<file path="config.mk">
export PLATFORM = sky130hd
export DESIGN_NAME = bsg_mem_1r1w_sp_wbuf_flat
export DESIGN_NICKNAME = d
export VERILOG_FILES = /design/src/rtl/bsg_mem_sp_wbuf_pkg.sv /design/src/rtl/bsg_mem_1r1w_sp_wbuf_if.sv /design/src/rtl/bsg_mem_sp_wbuf_cam.sv /design/src/rtl/bsg_mem_sp_wbuf_sram.sv /design/src/rtl/bsg_mem_1r1w_sp_wbuf.sv /design/src/flat_wrapper.sv
export SDC_FILE = /design/constraint.sdc
export NUM_CORES = 1
export LEC_CHECK = 0
export ABC_AREA = 1
export CAP_MARGIN = 20
export CORE_ASPECT_RATIO = 1.2
export CORE_MARGIN = 2
export CORE_UTILIZATION = 25
export CTS_CLUSTER_DIAMETER = 100
export DETAILED_ROUTE_END_ITERATION = 10
export GPL_TIMING_DRIVEN = 0
export PLACE_DENSITY = 0.45
export SYNTH_ARGS = -nofsm -noshare
export SYNTH_HDL_FRONTEND = slang
export SYNTH_HIERARCHICAL = 1
export SYNTH_SLANG_ARGS = --single-unit
</file>
<file path="constraint.sdc">
create_clock -name clk_i -period 5.04 [get_ports clk_i]
set_clock_uncertainty 0.1 [all_clocks]
set_input_delay 1.008 -clock clk_i [delete_from_list [all_inputs] [get_ports clk_i]]
set_output_delay 1.008 -clock clk_i [all_outputs]
set_load 0.05 [all_outputs]
</file>
<file path="src/rtl/bsg_mem_sp_wbuf_pkg.sv">
// Shared types and helpers for the single-port SRAM + write-buffer 1R1W memory.
// Holds the SRAM port-owner encoding and the bitwise mask-merge used by forwarding.
package bsg_mem_sp_wbuf_pkg;

    // Widest data word the merge helper handles; callers zero-extend and truncate.
    localparam int merge_width_lp = 1024;

    typedef enum logic [1:0] {
        e_port_idle,
        e_port_read,
        e_port_drain,
        e_port_bypass
    } port_owner_e;

    function automatic logic [merge_width_lp-1:0] merge(
        input logic [merge_width_lp-1:0] old_data,
        input logic [merge_width_lp-1:0] new_data,
        input logic [merge_width_lp-1:0] mask
    );
        return (old_data & ~mask) | (new_data & mask);
    endfunction

endpackage

</file>
<file path="src/rtl/bsg_mem_1r1w_sp_wbuf_if.sv">
// Read/write port bundle of the 1R1W memory; the master drives requests, the slave is the memory.
interface bsg_mem_1r1w_sp_wbuf_if #(
    parameter int width_p      = 32,
    parameter int addr_width_p = 3
);
    logic                    w_v_i;
    logic [addr_width_p-1:0] w_addr_i;
    logic [width_p-1:0]      w_data_i;
    logic [width_p-1:0]      w_mask_i;
    logic                    w_ready_o;
    logic                    r_v_i;
    logic [addr_width_p-1:0] r_addr_i;
    logic                    r_v_o;
    logic [width_p-1:0]      r_data_o;
    logic                    wbuf_empty_o;

    modport master (
        output w_v_i, w_addr_i, w_data_i, w_mask_i, r_v_i, r_addr_i,
        input  w_ready_o, r_v_o, r_data_o, wbuf_empty_o
    );

    modport slave (
        input  w_v_i, w_addr_i, w_data_i, w_mask_i, r_v_i, r_addr_i,
        output w_ready_o, r_v_o, r_data_o, wbuf_empty_o
    );
endinterface

</file>
<file path="src/rtl/bsg_mem_sp_wbuf_cam.sv">
// Circular write buffer with an age-ordered address match: every pending entry that hits the
// probe address is overlaid oldest-to-youngest, yielding the bits a read must take from the buffer.
module bsg_mem_sp_wbuf_cam
    import bsg_mem_sp_wbuf_pkg::*;
#(
    parameter int width_p      = 32,
    parameter int addr_width_p = 3,
    parameter int els_p        = 2,
    localparam int ptr_width_lp   = (els_p > 1) ? $clog2(els_p) : 1,
    localparam int count_width_lp = $clog2(els_p + 1)
) (
    input  logic                    clk_i,
    input  logic                    reset_n_i,
    input  logic                    push_i,
    input  logic [addr_width_p-1:0] push_addr_i,
    input  logic [width_p-1:0]      push_data_i,
    input  logic [width_p-1:0]      push_mask_i,
    input  logic                    pop_i,
    output logic [addr_width_p-1:0] head_addr_o,
    output logic [width_p-1:0]      head_data_o,
    output logic [width_p-1:0]      head_mask_o,
    output logic                    full_o,
    output logic                    empty_o,
    input  logic [addr_width_p-1:0] match_addr_i,
    output logic [width_p-1:0]      fwd_data_o,
    output logic [width_p-1:0]      fwd_mask_o
);
    logic [ptr_width_lp-1:0]   head_reg, head_next;
    logic [ptr_width_lp-1:0]   tail_reg, tail_next;
    logic [count_width_lp-1:0] count_reg, count_next;

    logic [addr_width_p-1:0] addr_mem [els_p];
    logic [width_p-1:0]      data_mem [els_p];
    logic [width_p-1:0]      mask_mem [els_p];

    function automatic logic [ptr_width_lp-1:0] next_ptr(input logic [ptr_width_lp-1:0] p);
        return (32'(p) == els_p - 1) ? '0 : p + 1'b1;
    endfunction

    always_comb begin
        head_next  = pop_i  ? next_ptr(head_reg) : head_reg;
        tail_next  = push_i ? next_ptr(tail_reg) : tail_reg;
        count_next = count_reg + count_width_lp'(push_i) - count_width_lp'(pop_i);
    end

    always_ff @(posedge clk_i or negedge reset_n_i) begin
        if (!reset_n_i) begin
            head_reg  <= '0;
            tail_reg  <= '0;
            count_reg <= '0;
        end else begin
            head_reg  <= head_next;
            tail_reg  <= tail_next;
            count_reg <= count_next;
        end
    end

    always_ff @(posedge clk_i) begin
        if (push_i) begin
            addr_mem[tail_reg] <= push_addr_i;
            data_mem[tail_reg] <= push_data_i;
            mask_mem[tail_reg] <= push_mask_i;
        end
    end

    assign head_addr_o = addr_mem[head_reg];
    assign head_data_o = data_mem[head_reg];
    assign head_mask_o = mask_mem[head_reg];
    assign full_o      = (count_reg == count_width_lp'(els_p));
    assign empty_o     = (count_reg == '0);

    // Age 0 is the head (oldest); an age slot is live only while it is below the count.
    logic [ptr_width_lp-1:0] age_slot [els_p];
    logic [els_p-1:0]        age_hit;

    for (genvar gi = 0; gi < els_p; gi++) begin : g_age
        assign age_slot[gi] = ptr_width_lp'((32'(head_reg) + 32'(gi)) % els_p);
        assign age_hit[gi]  = (32'(count_reg) > 32'(gi))
                              && (addr_mem[age_slot[gi]] == match_addr_i);
    end

    logic [width_p-1:0] fwd_data_acc;
    logic [width_p-1:0] fwd_mask_acc;

    always_comb begin
        fwd_data_acc = '0;
        fwd_mask_acc = '0;
        for (int k = 0; k < els_p; k++) begin
            if (age_hit[k]) begin
                fwd_data_acc = width_p'(merge(merge_width_lp'(fwd_data_acc),
                                              merge_width_lp'(data_mem[age_slot[k]]),
                                              merge_width_lp'(mask_mem[age_slot[k]])));
                fwd_mask_acc = fwd_mask_acc | mask_mem[age_slot[k]];
            end
        end
    end

    assign fwd_data_o = fwd_data_acc;
    assign fwd_mask_o = fwd_mask_acc;

    assert property (@(posedge clk_i) disable iff (!reset_n_i) !(pop_i && empty_o));
    assert property (@(posedge clk_i) disable iff (!reset_n_i) !(push_i && full_o && !pop_i));
endmodule

</file>
<file path="src/rtl/bsg_mem_sp_wbuf_sram.sv">
// Behavioural single-port SRAM macro: shared address, registered read, active-low bit write mask.
module bsg_mem_sp_wbuf_sram #(
    parameter int width_p      = 32,
    parameter int els_p        = 8,
    parameter int addr_width_p = 3
) (
    input  logic                    clk_i,
    input  logic                    v_i,
    input  logic                    w_i,
    input  logic [addr_width_p-1:0] addr_i,
    input  logic [width_p-1:0]      data_i,
    input  logic [width_p-1:0]      w_mask_n_i,
    output logic [width_p-1:0]      data_o
);
    logic [width_p-1:0] mem [els_p];

    // Contents are deliberately not reset, matching a real macro.
    always_ff @(posedge clk_i) begin
        if (v_i && w_i) begin
            mem[addr_i] <= (mem[addr_i] & w_mask_n_i) | (data_i & ~w_mask_n_i);
        end
        if (v_i && !w_i) begin
            data_o <= mem[addr_i];
        end
    end
endmodule

</file>
<file path="src/rtl/bsg_mem_1r1w_sp_wbuf.sv">
// 1R1W memory on a single-port SRAM: reads own the port, writes queue in a small buffer and
// drain on read-idle cycles; reads see buffered data through a registered forwarding overlay.
module bsg_mem_1r1w_sp_wbuf
    import bsg_mem_sp_wbuf_pkg::*;
#(
    parameter int width_p                = 32,
    parameter int els_p                  = 8,
    parameter int wbuf_els_p             = 2,
    parameter int read_write_same_addr_p = 0,
    localparam int addr_width_lp = $clog2(els_p)
) (
    input  logic                     clk_i,
    input  logic                     reset_n_i,
    bsg_mem_1r1w_sp_wbuf_if.slave    bus
);
    logic                     full;
    logic                     empty;
    logic [addr_width_lp-1:0] head_addr;
    logic [width_p-1:0]       head_data;
    logic [width_p-1:0]       head_mask;
    logic [width_p-1:0]       cam_fwd_data;
    logic [width_p-1:0]       cam_fwd_mask;

    logic        w_ready;
    logic        w_accept;
    logic        push;
    logic        pop;
    port_owner_e owner;

    // A free port (no read) always lets a write in: it either drains a slot or bypasses.
    assign w_ready  = reset_n_i && (!full || !bus.r_v_i);
    assign w_accept = bus.w_v_i && w_ready;

    always_comb begin
        owner = e_port_idle;
        if (bus.r_v_i) begin
            owner = e_port_read;
        end else if (!empty) begin
            owner = e_port_drain;
        end else if (w_accept) begin
            owner = e_port_bypass;
        end
    end

    assign push = w_accept && (owner != e_port_bypass);
    assign pop  = (owner == e_port_drain);

    bsg_mem_sp_wbuf_cam #(
        .width_p      (width_p),
        .addr_width_p (addr_width_lp),
        .els_p        (wbuf_els_p)
    ) cam (
        .clk_i        (clk_i),
        .reset_n_i    (reset_n_i),
        .push_i       (push),
        .push_addr_i  (bus.w_addr_i),
        .push_data_i  (bus.w_data_i),
        .push_mask_i  (bus.w_mask_i),
        .pop_i        (pop),
        .head_addr_o  (head_addr),
        .head_data_o  (head_data),
        .head_mask_o  (head_mask),
        .full_o       (full),
        .empty_o      (empty),
        .match_addr_i (bus.r_addr_i),
        .fwd_data_o   (cam_fwd_data),
        .fwd_mask_o   (cam_fwd_mask)
    );

    logic                     sram_v;
    logic                     sram_w;
    logic [addr_width_lp-1:0] sram_addr;
    logic [width_p-1:0]       sram_data;
    logic [width_p-1:0]       sram_mask_n;
    logic [width_p-1:0]       sram_q;

    always_comb begin
        sram_v      = 1'b0;
        sram_w      = 1'b0;
        sram_addr   = bus.r_addr_i;
        sram_data   = bus.w_data_i;
        sram_mask_n = ~bus.w_mask_i;
        unique case (owner)
            e_port_read: begin
                sram_v = 1'b1;
            end
            e_port_drain: begin
                sram_v      = 1'b1;
                sram_w      = 1'b1;
                sram_addr   = head_addr;
                sram_data   = head_data;
                sram_mask_n = ~head_mask;
            end
            e_port_bypass: begin
                sram_v    = 1'b1;
                sram_w    = 1'b1;
                sram_addr = bus.w_addr_i;
            end
            default: ;
        endcase
    end

    bsg_mem_sp_wbuf_sram #(
        .width_p      (width_p),
        .els_p        (els_p),
        .addr_width_p (addr_width_lp)
    ) sram (
        .clk_i      (clk_i),
        .v_i        (sram_v),
        .w_i        (sram_w),
        .addr_i     (sram_addr),
        .data_i     (sram_data),
        .w_mask_n_i (sram_mask_n),
        .data_o     (sram_q)
    );

    logic               r_v_reg;
    logic [width_p-1:0] fwd_data_reg, fwd_data_next;
    logic [width_p-1:0] fwd_mask_reg, fwd_mask_next;

    // The overlay is frozen at the request cycle so later drains cannot change what this read sees.
    always_comb begin
        fwd_data_next = cam_fwd_data;
        fwd_mask_next = cam_fwd_mask;
        if ((read_write_same_addr_p != 0) && bus.r_v_i && w_accept
            && (bus.w_addr_i == bus.r_addr_i)) begin
            fwd_data_next = width_p'(merge(merge_width_lp'(cam_fwd_data),
                                           merge_width_lp'(bus.w_data_i),
                                           merge_width_lp'(bus.w_mask_i)));
            fwd_mask_next = cam_fwd_mask | bus.w_mask_i;
        end
    end

    always_ff @(posedge clk_i or negedge reset_n_i) begin
        if (!reset_n_i) begin
            r_v_reg      <= 1'b0;
            fwd_data_reg <= '0;
            fwd_mask_reg <= '0;
        end else begin
            r_v_reg      <= bus.r_v_i;
            fwd_data_reg <= fwd_data_next;
            fwd_mask_reg <= fwd_mask_next;
        end
    end

    assign bus.w_ready_o    = w_ready;
    assign bus.wbuf_empty_o = empty;
    assign bus.r_v_o        = r_v_reg;
    assign bus.r_data_o     = r_v_reg
                              ? width_p'(merge(merge_width_lp'(sram_q),
                                               merge_width_lp'(fwd_data_reg),
                                               merge_width_lp'(fwd_mask_reg)))
                              : '0;

    assert property (@(posedge clk_i) disable iff (!reset_n_i)
                     bus.r_v_i |-> (32'(bus.r_addr_i) < els_p));
    assert property (@(posedge clk_i) disable iff (!reset_n_i)
                     bus.w_v_i |-> (32'(bus.w_addr_i) < els_p));
endmodule

</file>
<file path="src/flat_wrapper.sv">
// flat-port wrapper written by rule: the top's interface ports become plain ports
module bsg_mem_1r1w_sp_wbuf_flat import bsg_mem_sp_wbuf_pkg::*;
#(
    parameter int width_p                = 32,
    parameter int els_p                  = 8,
    parameter int wbuf_els_p             = 2,
    parameter int read_write_same_addr_p = 0,
    localparam int addr_width_lp = $clog2(els_p)
)
  (clk_i, reset_n_i, bus_w_v_i, bus_w_addr_i, bus_w_data_i, bus_w_mask_i, bus_r_v_i, bus_r_addr_i, bus_w_ready_o, bus_r_v_o, bus_r_data_o, bus_wbuf_empty_o);
  bsg_mem_1r1w_sp_wbuf_if #(.width_p(width_p), .addr_width_p(3)) bus_i ();
  input  logic clk_i;
  input  logic reset_n_i;
  input wire logic [$bits(bus_i.w_v_i)-1:0] bus_w_v_i;
  input wire logic [$bits(bus_i.w_addr_i)-1:0] bus_w_addr_i;
  input wire logic [$bits(bus_i.w_data_i)-1:0] bus_w_data_i;
  input wire logic [$bits(bus_i.w_mask_i)-1:0] bus_w_mask_i;
  input wire logic [$bits(bus_i.r_v_i)-1:0] bus_r_v_i;
  input wire logic [$bits(bus_i.r_addr_i)-1:0] bus_r_addr_i;
  output wire logic [$bits(bus_i.w_ready_o)-1:0] bus_w_ready_o;
  output wire logic [$bits(bus_i.r_v_o)-1:0] bus_r_v_o;
  output wire logic [$bits(bus_i.r_data_o)-1:0] bus_r_data_o;
  output wire logic [$bits(bus_i.wbuf_empty_o)-1:0] bus_wbuf_empty_o;
  assign bus_i.w_v_i = bus_w_v_i;
  assign bus_i.w_addr_i = bus_w_addr_i;
  assign bus_i.w_data_i = bus_w_data_i;
  assign bus_i.w_mask_i = bus_w_mask_i;
  assign bus_i.r_v_i = bus_r_v_i;
  assign bus_i.r_addr_i = bus_r_addr_i;
  assign bus_w_ready_o = bus_i.w_ready_o;
  assign bus_r_v_o = bus_i.r_v_o;
  assign bus_r_data_o = bus_i.r_data_o;
  assign bus_wbuf_empty_o = bus_i.wbuf_empty_o;
  bsg_mem_1r1w_sp_wbuf #(.width_p(width_p), .els_p(els_p), .wbuf_els_p(wbuf_els_p), .read_write_same_addr_p(read_write_same_addr_p)) u_core (.clk_i(clk_i), .reset_n_i(reset_n_i), .bus(bus_i));
endmodule
</file>
======== Word-level counts from Yosys, hierarchy flattened ========
Memories as Yosys holds them, arrays and structs flattened.
Index checks and enable logic that the tools add are counted.
storage, ports and cells
  flip-flop bits (word level) ............. 101
  bits in writable memories ............... 390
  input bits .............................. 74
  output and inout port bits .............. 35
  memories kept ........................... 4
operators by class
  $add $sub $neg .......................... 5
  $lt $le $gt $ge ......................... 2
  eq/ne operators ......................... 7
  multiplexer cells ....................... 19
  bitwise gates (word level) .............. 16
  reduce and logical (&&, ||, !) cells .... 14
memory list
  name                 words  bits a word  read ports  clocked after Yosys merged registers in  write ports  RTL line                    RTL
  u_core.sram.mem      8      32           1           0                                        1            bsg_mem_sp_wbuf_sram.sv:15  logic [width_p-1:0] mem [els_p];
  u_core.cam.data_mem  2      32           2           0                                        1            bsg_mem_sp_wbuf_cam.sv:33   logic [width_p-1:0] data_mem [els_p];
  u_core.cam.mask_mem  2      32           2           0                                        1            bsg_mem_sp_wbuf_cam.sv:34   logic [width_p-1:0] mask_mem [els_p];
  u_core.cam.addr_mem  2      3            2           0                                        1            bsg_mem_sp_wbuf_cam.sv:32   logic [addr_width_p-1:0] addr_mem [els_p];
operators by type and width
  kind                 count
  $and 32x32->32       7
  $mux 32              7
  $not 32->32          5
  $or 32x32->32        4
  $mux 1               8
  $logic_and 1x1->1    7
  $eq 2x2->1 const B   3
  $eq 3x3->1           2
  $mux 2               3
  $pmux 3 s2           1
  $gt 2x1->1 const B   2
  $add 1x1->1 const B  3
  $logic_not 1->1      3
  $reduce_or 3->1      1
  $add 2x1->2          1
  $eq 2x1->1 const B   1
  $logic_not 2->1      1
  $ne 2x2->1 const B   1
  $reduce_or 2->1      1
  $sub 2x1->2          1
  $logic_or 1x1->1     1

======== Depth between registers and ports, before layout ========
  word-level depth ........................ 14
  gate-level depth with buffers ........... 20

======== Hierarchy ========
Netlist, hierarchy kept.
modules (own cells, without submodules)
  module                instances  cells each  area each (um^2)
  bsg_mem_sp_wbuf_sram  1          1,150       12,056.6
  bsg_mem_sp_wbuf_cam   1          933         7,664.9
  bsg_mem_1r1w_sp_wbuf  1          361         3,010.4

======== Worst setup path after synthesis ========
Ideal clock, no wire load.
  path kind ............................... input port to flip-flop
  from .................................... input port reset_n_i
  to ...................................... memory u_core.sram.mem[2][0] (enable)
  setup time .............................. 502 ps
  data arrival time ....................... 5,727 ps
  required time ........................... 4,438 ps
  setup slack ............................. -1,289 ps
  stages on the path ...................... 5
  cell sequence ........................... a21boi_0 > nand2_1 > nand2_1 > nand2_1 > nor4_1
between the ends
  cells in the longest elaborated chain, start to end .. 11
  elaborated cells on any way between the ends .. 16
  classes of those cells .................. 3 x eq/ne; 8 x mux; 5 x reduce/logical
RTL lines
  item                                             RTL line                    RTL
  from (decl)                                      flat_wrapper.sv:13          input logic reset_n_i;
  $logic_and 1x1->1 *                              bsg_mem_1r1w_sp_wbuf.sv:31  assign w_ready = reset_n_i && (!full || !bus.r_v_i);
  $logic_and 1x1->1 *                              bsg_mem_1r1w_sp_wbuf.sv:32  assign w_accept = bus.w_v_i && w_ready;
  $mux 2 *                                         bsg_mem_1r1w_sp_wbuf.sv:40  end else if (w_accept) begin
  $mux 2 *                                         bsg_mem_1r1w_sp_wbuf.sv:38  end else if (!empty) begin
  $mux 2 *                                         bsg_mem_1r1w_sp_wbuf.sv:36  if (bus.r_v_i) begin
  $eq 2x2->1 / $eq 2x1->1 (equally long branches)  bsg_mem_1r1w_sp_wbuf.sv:83  unique case (owner)
  $reduce_or 3->1 (no line) *                      --
  $mux 1 *                                         bsg_mem_1r1w_sp_wbuf.sv:83
  named net u_core.sram_v                          bsg_mem_1r1w_sp_wbuf.sv:70  logic sram_v;
  $logic_and 1x1->1 *                              bsg_mem_sp_wbuf_sram.sv:19  if (v_i && w_i) begin
  $mux 1 *                                         bsg_mem_sp_wbuf_sram.sv:19
  $mux 1 (implied by the code) *                   bsg_mem_sp_wbuf_sram.sv:20  mem[addr_i] <= (mem[addr_i] & w_mask_n_i) | (data_i & ~w_mask_n_i);
  to (decl)                                        bsg_mem_sp_wbuf_sram.sv:15
The timed path passes the listed nets; every way through them passes the cells marked *.

======== Worst setup path in the final report ========
  from .................................... input port bus_r_v_i
  to ...................................... memory u_core.sram.mem[2][12] (enable)
between the ends
  elaborated cells on any way between the ends .. 18
  classes of those cells .................. 3 x eq/ne; 8 x mux; 7 x reduce/logical
RTL lines
  item                           RTL line                    RTL
  from (decl)                    flat_wrapper.sv:18          input wire logic [$bits(bus_i.r_v_i)-1:0] bus_r_v_i;
  $logic_not 1->1                bsg_mem_1r1w_sp_wbuf.sv:31
  $logic_or 1x1->1               bsg_mem_1r1w_sp_wbuf.sv:31
  $logic_and 1x1->1              bsg_mem_1r1w_sp_wbuf.sv:31
  $logic_and 1x1->1              bsg_mem_1r1w_sp_wbuf.sv:32
  $mux 2                         bsg_mem_1r1w_sp_wbuf.sv:40
  $mux 2                         bsg_mem_1r1w_sp_wbuf.sv:38
  $mux 2 *                       bsg_mem_1r1w_sp_wbuf.sv:36
  $eq 2x2->1                     bsg_mem_1r1w_sp_wbuf.sv:83
  $pmux 3 s2 *                   bsg_mem_1r1w_sp_wbuf.sv:83
  named net u_core.sram_addr[1]  bsg_mem_1r1w_sp_wbuf.sv:72  logic [addr_width_lp-1:0] sram_addr;
Marked as above.

==> out/metrics.yaml <==
run_status:
  status: "finished clean"
logic_synthesis:
  mappedNetlistArea_um2: 22700
  synth.cells.most_frequent: "1121 x nand2_1, 422 x edfxtp_1, 239 x inv_1"
  synth.most_common_cell: "nand2_1"
  synth.top_cells.by_area: "edfxtp_1 56%, nand2_1 19%, dfrtp_1 7.6%"
  netlist.top_cell.by_area: "edfxtp_1"
  yosysUniqueCellTypes: 33
  post_synth.cell_area_avg_um2: 9.30
  post_synthesis_register_bit_count: 491
  postSynth.asyncResetShare: 0.141
  synth_enable_flop_cells: 422
  mappedNetlistNets: 2520
  postSynthCellCount: 2444
  yosysSeqAreaShare: 0.633
  ys.warnings.count: 6
  synth_top_flop_cell: "edfxtp_1"
  synth_top_area_share: 0.557
drt:
  vias_per_cell: 4.27
  detail_route.first_pass.iterations: 7
  ant_nets: 0
  detail_route.wl_per_cell_um: 18.7
  drt_wl_total_um: 72100
  remaining_drc_errors: 0
  via_count: 16500
  drt_iter0_drc: 1240
timing:
  slew-limit-headroom: 0.316
  grt_setup_unrepaired: "false"
  worstMarginPinSlew_ns: 1.02
  max_freq_mhz: 220
  finalSetupViolCount: 0
  post-route-period-util: 0.903
  timing.final.crit_period_ns: 4.55
  finalMaxSlewViolations: 0
  report.final.hold_viol_count: 0
clock_tree:
  clock_latency_ns: 0.62
  cts_post_setup_buffers_inserted: 0
  cts.sinks: 491
  postCtsHoldBufs: 0
  postCtsResizedCells: 0
  clkSlewWorstSetupHoldPaths_ns: 0.07
  clk_root_buffer_cell: "clkbuf_16"
  clock_tree.buffer_depth: 3
  cts_tree: "done"
  cts_buffers: 49
  ctsHtreeMaxLevel: 2
finish:
  regMostFlops: "u_core/sram/mem"
  fin_nets: 2726
  n_fill_cell: 9393
  storage_element_area_um2: 14400
  design_area_um2: 27400
  synthToLayoutAreaGrowth_pct: 20.5
  biggestRegsByFlops: "u_core/sram/mem: 256 flops, u_core/cam/data_mem: 64 flops, u_core/cam/mask_mem: 64 flops"
  multi_input_area_um2: 6710
  antenna_cells: 0
  drive_gt1_frac: 0.0873
  fin_util: 0.303
  number_of_flip_flops_under_the_largest_register_name: 256
worst_setup_path:
  rr_worst_depth: 15
  worst_ep_required_time_ns: 5.26
  cp-end-kind: "register"
  critPathMaxFanout: 10
  setup.worst_path.start_class: "primary input"
  r2r_slack_ns: 0.79
  critical_path.reg2reg.startpoint: "u_core/cam/count_reg[1]$_DFF_PN0_"
  reg2reg_to: "u_core/sram/mem[2][12]$_DFFE_PP_"
  setup.worst_path.class: "in -> reg"
  cp.arrival_ns: 4.78
power_and_ir_drop:
  power_frac_seq: 0.366
  power.leakage_uw: 0.0120
  ir_worst_vdd_mv: 0.261
  power_switching_uw: 6320
  power_frac_comb: 0.395
  power.share.switching: 0.405
  p_int_uw: 9280
  p_per_area_nw_per_um2: 569
  clockPowerShare: 0.238
min_path:
  class_of_the_tightest_hold_or_removal_check: "in -> async"
die:
  initial_utilization: 0.252
  design.die.area_um2: 93400
  core_area_um2: 90400
  io_pins: 109
  die_height_um: 334
  dieWidth_um: 279
  fp-row-count: 121
placement:
  io_buffers: 108
  dp_hpwl_um: 53000
  gp_congestion: 0.815
  postPlaceCellArea_um2: 25800
global_routing:
  antenna_found_initial: 2
  global_route_wire_length_before_repair_um: 107000
  grt_start_max_net_pins: 60
  grt_remaining_overflow: 0
  grtUsageTotal: 0.155
  grt_pass1_vias: 16300
job:
  timing.max_cap.violations: 0
[how the worst max path moves through the flow]
stage | startpoint | endpoint | cells past startpoint
after floorplan | reset_n_i | u_core/sram/mem[2][0]$_DFFE_PP_ | 5
after global placement | reset_n_i | u_core/sram/mem[5][10]$_DFFE_PP_ | 8
after detailed placement | bus_r_v_i | u_core/sram/mem[4][10]$_DFFE_PP_ | 12
after CTS | u_core/bus.r_v_o$_DFF_PN0_ | bus_r_data_o[19] | 4
after global routing | bus_r_v_i | u_core/sram/mem[4][9]$_DFFE_PP_ | 12
final | bus_r_v_i | u_core/sram/mem[2][12]$_DFFE_PP_ | 13
[power by group through the flow]
stage                     clock network, uW  logic (uW)  registers [uW]
after detailed placement                  0        6200            5800
after global routing                   3980        6810            5770
final                                  3720        6170            5710
after global placement                    0        6070            5860
after floorplan                           0        3720            5780
after CTS                              3840        6230            5710
[metal layers]
metal  track usage  share of wire
met1         0.189           0.42
met2         0.286           0.52
met3        0.0183          0.039
met4        0.0392          0.018
met5             0        0.00025
[metrics by stage]
stage | total power, uW | instances | hold WS (ns) | setup TNS, ns | worst slack (ns)
final | 15600 | 3859 | 0.165 | 0 | 0.487
after global routing | 16600 | 3859 | 0.137 | 0 | 0.275
after CTS | 15800 | 3859 | 0.132 | 0 | 0.358
after detailed placement | 12000 | 3767 | 0.434 | -4.91 | -0.176
after global placement | 11900 | 3720 | 0.394 | -3631.05 | -8.94
after floorplan | 9500 | 2444 | 0.379 | -329.89 | -1.29
[critical path, stage by stage]
cell	delay, ns
clkdlybuf4s50_1	0.62
nor2_4	0.12
buf_4	0.21
nor2_1	0.19
nand2_1	0.07
nand3_1	0.19
buf_2	0.28
inv_2	0.12
clkbuf_1	0.32
nor4_2	0.92
buf_4	0.33
buf_4	0.18
buf_4	0.18
[logic make-up after synthesis]
family,synth area share
AO/OA/AOI/OAI,0.0496
XOR/XNOR,0.00154
adder cells (fa/ha/maj),0.00110
buffers and inverters,0.0744
flip-flops,0.633
multiplexers,0.000881
AND/OR/NAND/NOR,0.239
[area by class of cell]
class / instances / area share
flip-flops and latches: 491 / 0.526
plain buffers: 119 / 0.0280
multi-input cells: 1588 / 0.245
clock inverters: 27 / 0.0109
clock buffers: 65 / 0.0473
well taps: 1168 / 0.0533
repair buffers: 155 / 0.0562
inverters: 246 / 0.0339
[layout by cell type, fill, tap and decap left out, drive strengths merged]
| cell | instances |
|---|---|
| nand2 | 1121 |
| clkdlybuf4s50 | 107 |
| buf | 138 |
| xnor2 | 1 |
| and2 | 1 |
| a21boi | 1 |
| clkbuf | 94 |
| o21ai | 161 |
| nor2 | 77 |
| nor4 | 8 |
| clkinvlp | 1 |
| nand3 | 79 |
| mux2i | 2 |
| nand4 | 36 |
| a21oi | 62 |
| clkinv | 20 |
| ha | 2 |
| or2 | 34 |
| edfxtp | 422 |
| xor2 | 3 |
| dfrtp | 69 |
| inv | 246 |
| bufinv | 6 |
(Power assumes the default switching activity.)
